===== src/rtl/gate_bist_pkg.sv =====
// Shared types and constants for the 2-input gate BIST.
// State encoding, vector count and error-counter width.
package gate_bist_pkg;

    typedef enum logic [1:0] {
        IDLE = 2'd0,
        RUN  = 2'd1,
        DONE = 2'd2
    } state_t;

    localparam int NUM_VEC = 4;
    localparam int ERR_W   = 8;

endpackage


===== src/rtl/gate_bist_settle_counter.sv =====
// Per-vector settle timer for the gate BIST.
// tc marks the last cycle of a vector; the count wraps on tc.
module settle_counter (
    input  logic       clk,
    input  logic       reset,
    input  logic       en,
    input  logic       clr,
    input  logic [3:0] limit,
    output logic       tc
);

    logic [3:0] count;

    assign tc = en && !clr && (count == limit - 4'd1);

    // Count settle cycles; restart on clear or at each terminal count
    always_ff @(posedge clk or posedge reset) begin
        if (reset) begin
            count <= 4'd0;
        end else if (clr || tc) begin
            count <= 4'd0;
        end else if (en) begin
            count <= count + 4'd1;
        end
    end

endmodule


===== src/rtl/gate_bist.sv =====
// Exhaustive 4-vector BIST for a 2-input gate.
// Define GATE_BIST_ERRCNT_EN to add the saturating errCount output.
module gate_bist
    import gate_bist_pkg::*;
#(
    parameter logic [3:0] EXPECTED = 4'b1000,
    parameter int         SETTLE   = 1
) (
    input  logic             clk,
    input  logic             reset,
    input  logic             start,
    input  logic             abort,
    output logic             dutA,
    output logic             dutB,
    input  logic             dutOut,
    output logic             busy,
    output logic             done,
    output logic             pass,
    output logic [3:0]       failMask,
    output logic [1:0]       vecIdx
`ifdef GATE_BIST_ERRCNT_EN
    ,
    output logic [ERR_W-1:0] errCount
`endif
);

    localparam logic [3:0] SETTLE_L = 4'(SETTLE);
    localparam logic [1:0] LAST_VEC = 2'(NUM_VEC - 1);

    state_t     state;
    state_t     state_nxt;
    logic [1:0] vec;
    logic [3:0] fail;
    logic [3:0] fail_upd;
    logic       pass_q;
    logic       tc;
    logic       clr;
    logic       sample;
    logic       mism;
    logic       last;

    // X/Z on the returned output must count as a mismatch
    assign mism     = (dutOut !== EXPECTED[vec]);
    assign clr      = (state != RUN) || abort;
    assign sample   = (state == RUN) && tc;
    assign last     = (vec == LAST_VEC);
    assign fail_upd = fail | ({3'b000, mism} << vec);

    settle_counter u_settle (
        .clk   (clk),
        .reset (reset),
        .en    (state == RUN),
        .clr   (clr),
        .limit (SETTLE_L),
        .tc    (tc)
    );

    // State register
    always_ff @(posedge clk or posedge reset) begin
        if (reset) begin
            state <= IDLE;
        end else begin
            state <= state_nxt;
        end
    end

    // Next state; abort outranks both start and the sample edge
    always_comb begin
        state_nxt = state;
        unique case (state)
            IDLE: if (start && !abort) state_nxt = RUN;
            RUN: begin
                if (abort) begin
                    state_nxt = IDLE;
                end else if (sample && last) begin
                    state_nxt = DONE;
                end
            end
            DONE: state_nxt = IDLE;
            default: state_nxt = IDLE;
        endcase
    end

    // Vector index, mismatch accumulation and verdict
    always_ff @(posedge clk or posedge reset) begin
        if (reset) begin
            vec    <= 2'd0;
            fail   <= 4'd0;
            pass_q <= 1'b0;
        end else if (state == IDLE && start && !abort) begin
            vec    <= 2'd0;
            fail   <= 4'd0;
            pass_q <= 1'b0;
        end else if (state == RUN && abort) begin
            vec    <= 2'd0;
            pass_q <= 1'b0;
        end else if (sample) begin
            fail <= fail_upd;
            if (last) begin
                pass_q <= (fail_upd == 4'd0);
            end else begin
                vec <= vec + 2'd1;
            end
        end
    end

`ifdef GATE_BIST_ERRCNT_EN
    // Lifetime mismatch count, saturating, cleared only by reset
    always_ff @(posedge clk or posedge reset) begin
        if (reset) begin
            errCount <= '0;
        end else if (sample && !abort && mism && errCount != '1) begin
            errCount <= errCount + 1'b1;
        end
    end
`endif

    assign busy     = (state == RUN);
    assign done     = (state == DONE);
    assign dutA     = busy & vec[1];
    assign dutB     = busy & vec[0];
    assign vecIdx   = vec;
    assign pass     = pass_q;
    assign failMask = fail;

endmodule


===== config.mk =====
export PLATFORM = sky130hd
export DESIGN_NAME = gate_bist
export DESIGN_NICKNAME = d
export VERILOG_FILES = /design/src/rtl/gate_bist_pkg.sv /design/src/rtl/gate_bist_settle_counter.sv /design/src/rtl/gate_bist.sv
export SDC_FILE = /design/constraint.sdc
export NUM_CORES = 1
export LEC_CHECK = 0
export ABC_AREA = 1
export CORE_MARGIN = 2
export CORE_UTILIZATION = 32
export CTS_CLUSTER_DIAMETER = 200
export DETAILED_ROUTE_END_ITERATION = 8
export GPL_TIMING_DRIVEN = 0
export PLACE_DENSITY = 0.57
export SLEW_MARGIN = 20
export SYNTH_ARGS = -nofsm -noshare
export SYNTH_HDL_FRONTEND = slang
export SYNTH_HIERARCHICAL = 1
export SYNTH_SLANG_ARGS = --single-unit

===== constraint.sdc =====
create_clock -name clk -period 1.9 [get_ports clk]
set_clock_uncertainty 0.2 [all_clocks]
set_input_delay 0.19 -clock clk [delete_from_list [all_inputs] [get_ports clk]]
set_output_delay 0.19 -clock clk [all_outputs]
set_load 0.03 [all_outputs]

# --- After elaboration in Yosys (flattened, before gate mapping) ---
# Index checks and enable logic that the tools add are counted.
word_totals:
  reg_bits: 13
  in_bits: 5
  out_inout_bits: 11
  elab_cells: 63
op_classes:
  addsub: 2
  magnitude_cmp: 1
  eq_ne: 9
  n_shift: 1
  mux: 19
  bitwise: 3
  reduce_logical: 23
ops:
  columns: ["cell", "n"]
  rows:
  - ["$mux W4", 5]
  - ["$mux W2", 7]
  - ["$logic_and A1 B1 Y1", 8]
  - ["$logic_not A4 Y1", 2]
  - ["$reduce_and A2 Y1", 4]
  - ["$reduce_bool A3 Y1", 2]
  - ["$mux W1", 5]
  - ["$add A4 B1 Y4 const B", 1]
  - ["$eq A2 B2 Y1 const B", 2]
  - ["$ne A2 B2 Y1 const B", 2]
  - ["$or A4 B4 Y4", 1]
  - ["$pmux W2 S2", 1]
  - ["$reduce_bool A2 Y1", 2]
  - ["$shl A1 B2 Y4", 1]
  - ["$lt A2 B3 Y1 const B", 1]
  - ["$ne A3 B1 Y1 const B", 1]
  - ["$ne A3 B2 Y1 const B", 1]
  - ["$add A2 B1 Y2 const B", 1]
  - ["$and A1 B1 Y1", 2]
  - ["$bmux W1 S2", 1]
  - ["$eq A2 B1 Y1 const B", 1]
  - ["$logic_not A1 Y1", 2]
  - ["$logic_not A2 Y1", 1]
  - ["$logic_or A1 B1 Y1", 2]
  - ["other kinds (2)", 2]

# --- Depth between registers and ports, before layout ---
depth:
  depth_word: 10
  depth_mapped: 17
  depth_no_buf: 17

# --- Modules after synthesis ---
# Netlist, hierarchy kept.
by_module_without_submodules:
  columns: ["mod", "n_inst", "cells_per_inst", "area_per_inst_um2", "seq_area_each_um2"]
  rows:
  - ["gate_bist", 1, 70, 553.0, 225.2]
  - ["settle_counter", 1, 49, 330.3, 100.1]

# --- Worst setup path before layout ---
# OpenSTA, ideal clock, no wires.
synth_path:
  path_kind: "register -> register"
  startpoint: "register state[1]"
  endpoint: "register vec[0] (netlist: vecIdx[0])"
  setup_time_ns: 0.133
  arrival_time_ns: 1.778
  required_ns: 1.567
  setup_slack_ns: -0.211
  path_stages_with_launch: 15
  n_path_buf: 0
  synth_period_minus_slack_ns: 2.111
  cell_sequence: "dfrtp_1 -> inv_1 -> nand2_4 -> inv_1 -> nand2_1 -> nor2_1 -> nand2_1 -> nor2_1 -> nand2_1 -> inv_1 -> inv_1 -> nor2_4 -> nand2_2 -> xor2_1 -> nor3_2"
synth_via:
  word_cells_on_any_way: 16
  classes_between: "eq/ne (3); mux (2); reduce/logical (11)"
synth_rtl:
  columns: ["element", "line", "rtl"]
  rows:
  - ["start, declared", "gate_bist.sv:30", "state_t state;"]
  - ["start signal, assigned", "gate_bist.sv:63", "state <= state_nxt;"]
  - ["$eq A2 B1 Y1", null, null]
  - ["via busy", "gate_bist.sv:16", "output logic busy,"]
  - ["$logic_and A1 B1 Y1 (2 in series)", "gate_bist_settle_counter.sv:14", "assign tc = en && !clr && (count == limit - 4'd1);"]
  - ["via tc", "gate_bist.sv:36", "logic tc;"]
  - ["$logic_and A1 B1 Y1", "gate_bist.sv:45", "assign sample = (state == RUN) && tc;"]
  - ["$reduce_bool A3 Y1 (no source line)", null, null]
  - ["$reduce_and A2 Y1 (no source line)", null, null]
  - ["end signal, assigned", "gate_bist.sv:102", "vec <= vec + 2'd1;"]
  - ["end, declared", "gate_bist.sv:32", "logic [1:0] vec;"]
# The timed path passes the listed nets, and every way through them passes these cells.
# A chain may end at the register's enable or synchronous reset.

# --- Final worst setup path ---
layout_path:
  startpoint: "register state[1]"
  endpoint: "register fail[1] (netlist: failMask[1])"
layout_via:
  elab_chain_len: 8
  word_cells_on_any_way: 15
  classes_between: "eq/ne (3); mux (1); reduce/logical (11)"
layout_rtl:
  columns: ["element", "line", "rtl"]
  rows:
  - ["$ne A2 B1 Y1", "gate_bist.sv:44", "assign clr = (state != RUN) || abort;"]
  - ["$logic_or A1 B1 Y1", "gate_bist.sv:44", null]
  - ["via clr", "gate_bist.sv:37", "logic clr;"]
  - ["$logic_not A1 Y1", "gate_bist_settle_counter.sv:14", null]
  - ["$logic_and A1 B1 Y1 (2 in series)", "gate_bist_settle_counter.sv:14", null]
  - ["via tc", "gate_bist.sv:36", null]
  - ["$logic_and A1 B1 Y1", "gate_bist.sv:45", null]
  - ["$reduce_bool A2 Y1 (no source line)", null, null]
  - ["$reduce_and A2 Y1 (no source line)", null, null]
  - ["end signal, assigned", "gate_bist.sv:98", "fail <= fail_upd;"]
  - ["end, declared", "gate_bist.sv:33", "logic [3:0] fail;"]
# The timed path passes the listed nets, and every way through them passes these cells.

==> flow_metrics.env <==
export IMPL_fin_ws_ns=-0.1006
export IMPL_first_global_vias=847
export IMPL_start_util_pct=32.88
export IMPL_ys_seq_elements=13
export IMPL_grt_pass1_wl_mm=3.429
export IMPL_cp_required_ns=1.87
export IMPL_hp_class="flip-flop to flip-flop"
export IMPL_p_per_area_mw_per_mm2=466.8
export IMPL_maxCapViolCount=0
export IMPL_yosys_top_cells_count="nand2_1 (27), inv_1 (18), nor2_1 (14)"
export IMPL_setup_viol=7
export IMPL_routed_via_density=4.423
export IMPL_max_freq_mhz=499.8
export IMPL_worstSetupStartpointType="flip-flop"
export IMPL_chipHeight_um=56.54
export IMPL_dpl_hpwl_mm=1.382
export IMPL_ys_flop_type="dfrtp_1"
export IMPL_yosysTopAreaCellShare_pct=36.83
export IMPL_min_period_ns=2.001
export IMPL_grt_usage_pct=13.35
export IMPL_hold_violations=0
export IMPL_whs_ns=0.3580
export IMPL_power_total_uw=592.3
export IMPL_num_vias=836
export IMPL_synth_most_common_cell="nand2_1"
export IMPL_drt_iter0_drc=10
export IMPL_postPlaceCellArea_mm2=0.001099
export IMPL_rrSetupSlack_ns=-0.10
export IMPL_grt_max_degree=10
export IMPL_final_area_mm2=0.001269
export IMPL_path_clk_slew_ns=0.09
export IMPL_die_w_um=56.54
export IMPL_fin_setup_tns_ns=-0.5809
export IMPL_antenna_found_initial=0
export IMPL_status="finished, violations left"
export IMPL_stdcell_count=189
export IMPL_num_rows=19
export IMPL_async_flop_share_pct=100.0
export IMPL_synth_edf_count=0
export IMPL_path_max_fanout=4
export IMPL_final_antenna_net_count=0
export IMPL_r2r_cells=17
export IMPL_timing_worst_setup_path_type="flip-flop to flip-flop"
export IMPL_dp_cells=171
export IMPL_clk_latency_ns=0.28
export IMPL_critPathLaunch="state[1]"
export IMPL_num_antenna_cells=0
export IMPL_nets=167
export IMPL_synth_area_leaders="dfrtp_1 (37%), nand2_1 (11%), inv_1 (7.6%)"
export IMPL_grt_setup_unrepaired="yes"
export IMPL_yosysUniqueCellTypes=24
export IMPL_rr_startpoint="state[1]"
export IMPL_worst_setup_path_end_kind="flip-flop"
export IMPL_fill_cells=276
export IMPL_root_buffer="clkbuf_4"
export IMPL_failed_checks="setup timing"
export IMPL_yosysSeqAreaShare_pct=36.83
export IMPL_io_buffers=15
export IMPL_drive_gt1_share_pct=30.38
export IMPL_cts_buffer_depth=2
export IMPL_numCtsBuffers=3
export IMPL_maxSlewViolCount=0
export IMPL_drt_pass1_iter_count=3
export IMPL_wl_per_cell_um=10.19
export IMPL_syn_to_final_growth_pct=43.63
export IMPL_tritoncts="done"
export IMPL_max_vdd_ir_drop_mv=0.3308
export IMPL_cp_arrival_ns=1.97
export IMPL_htree_levels=1
export IMPL_io_pins=16
export IMPL_postSynthAreaPerCell_um2=7.423
export IMPL_endpoint="failMask[1]"
export IMPL_finalWirelength_mm=1.925
export IMPL_post_route_util_pct=47.23
export IMPL_gp_congestion=0.7779
export IMPL_yosysTopAreaCell="dfrtp_1"
export IMPL_yosys_warnings=6
export IMPL_r2r_end="failMask[1]"
export IMPL_drc_errors=0
export IMPL_postSynthCellCount=119
export IMPL_period_share_pct=105.3
export IMPL_syn_cell_area_um2=883.3
export IMPL_grt_ovfl_total=0
export IMPL_post_place_ws_ns=-0.2307
export IMPL_p_leak_nw=0.6243
export IMPL_coreArea_mm2=0.002686
export IMPL_cts_sinks=13
export IMPL_die_area_mm2=0.003197
==> cells by family (layout without fill, tap and decap cells) <==
kind of cell             count (synthesis)  after routing  share of synthesized area (%)
AO/OA/AOI/OAI                           11             11                          8.356
XOR/XNOR                                 6              6                          5.949
adder cells (fa/ha/maj)                  3              3                          4.250
buffers and inverters                   24             57                          10.20
flip-flops                              13             13                          36.83
multiplexers                             1              1                          1.133
other                                    2              8                         0.8502
AND/OR/NAND/NOR                         59             59                          32.44
==> worst min-delay path by stage <==
stage / start / to / cells past startpoint
4_1_cts: failMask[2] / failMask[2] / 2
2_1_floorplan: reset / u_settle/count[0] / 1
3_5_place_dp: reset / u_settle/count[0] / 2
5_1_grt: failMask[3] / failMask[3] / 2
6_report: failMask[1] / failMask[1] / 2
3_3_place_gp: reset / u_settle/count[1] / 2
==> critical path: stages (launching register included) <==
cell and delay, ns:
dfrtp_1 0.40, inv_2 0.08, nand2_4 0.08, nor2_4 0.11, inv_2 0.05, inv_2 0.05, nand2_2 0.04, nor2_1 0.10
nand2_1 0.05, nor2_1 0.08, nand2_1 0.07, inv_1 0.06, inv_2 0.04, nor2_4 0.14, buf_6 0.12, o21bai_4 0.07
nand2_1 0.09, a21boi_1 0.06
==> routing by layer <==
metal / vias up / part of all wire [%] / routed length (µm) / global-route usage, %
met1: 387 / 43 / 820 / 14.08
li1: 435 / - / - / -
met3: 2 / 3.1 / 60 / 3.456
met5: - / 0 / 0 / 0
met4: 0 / 1.3 / 25 / 2.381
met2: 12 / 53 / 1020 / 26.25
==> cells in the final DEF (no fill, tap or decap) <==
cell             netlist  layout
nand2_1               27      25
inv_1                 18      14
dfrtp_1               13      13
nor2_1                14      12
buf_4                  0      12
clkdlybuf4s50_1        0      11
inv_2                  5       8
conb_1                 2       8
nand2_2                4       5
nand4_1                5       5
xor2_1                 4       4
nor2_4                 2       3
a21oi_1                3       3
nor2_2                 2       3
a21boi_2               0       3
ha_1                   3       3
clkbuf_4               0       3
nand2_4                1       2
nor3_2                 2       2
dlygate4sd2_1          0       2
clkbuf_2               0       2
nand3_1                2       2
xnor2_1                2       2
inv_4                  0       1
o21bai_1               1       1
o21bai_4               0       1
a21boi_1               4       1
clkinvlp_4             0       1
o21ai_2                0       1
o21ai_1                1       1
clkbuf_1               0       1
dlygate4sd3_1          0       1
buf_6                  0       1
mux2i_1                1       1
==> state kept, by name, indices dropped and copies added (netlist names) <==
| name | cells |
|---|---|
| vecIdx | 2 |
| pass | 1 |
| failMask | 4 |
| state | 2 |
| u_settle/count | 4 |
==> area by class of cell <==
cell class	instances	area [µm²]	share of cell area [%]
multi-input combinational	88	533.0	42.01
sequential	13	325.3	25.64
timing repair buffer	29	249.0	19.63
inverter	24	96.34	7.594
tap	31	38.79	3.057
clock buffer	4	26.28	2.071
==> report_power, final <==
part | switching (mW) | internal (mW) | total, mW
Combinational | 0.0711 | 0.0565 | 0.128
Clock | 0.0989 | 0.0813 | 0.180
Sequential | 0.00434 | 0.280 | 0.284
Total | 0.174 | 0.418 | 0.592
==> what timing repair did <==
action                                 in CTS  in global routing
setup endpoints to repair                  12                 15
hold buffers                                1                  0
buffers inserted                           12                  3
endpoints found under the hold margin       4                  0
pin swaps                                   3                 14
resized for setup                          11                 14
gates cloned                                0                  0
Note: power is estimated with default switching activity, not from simulation.
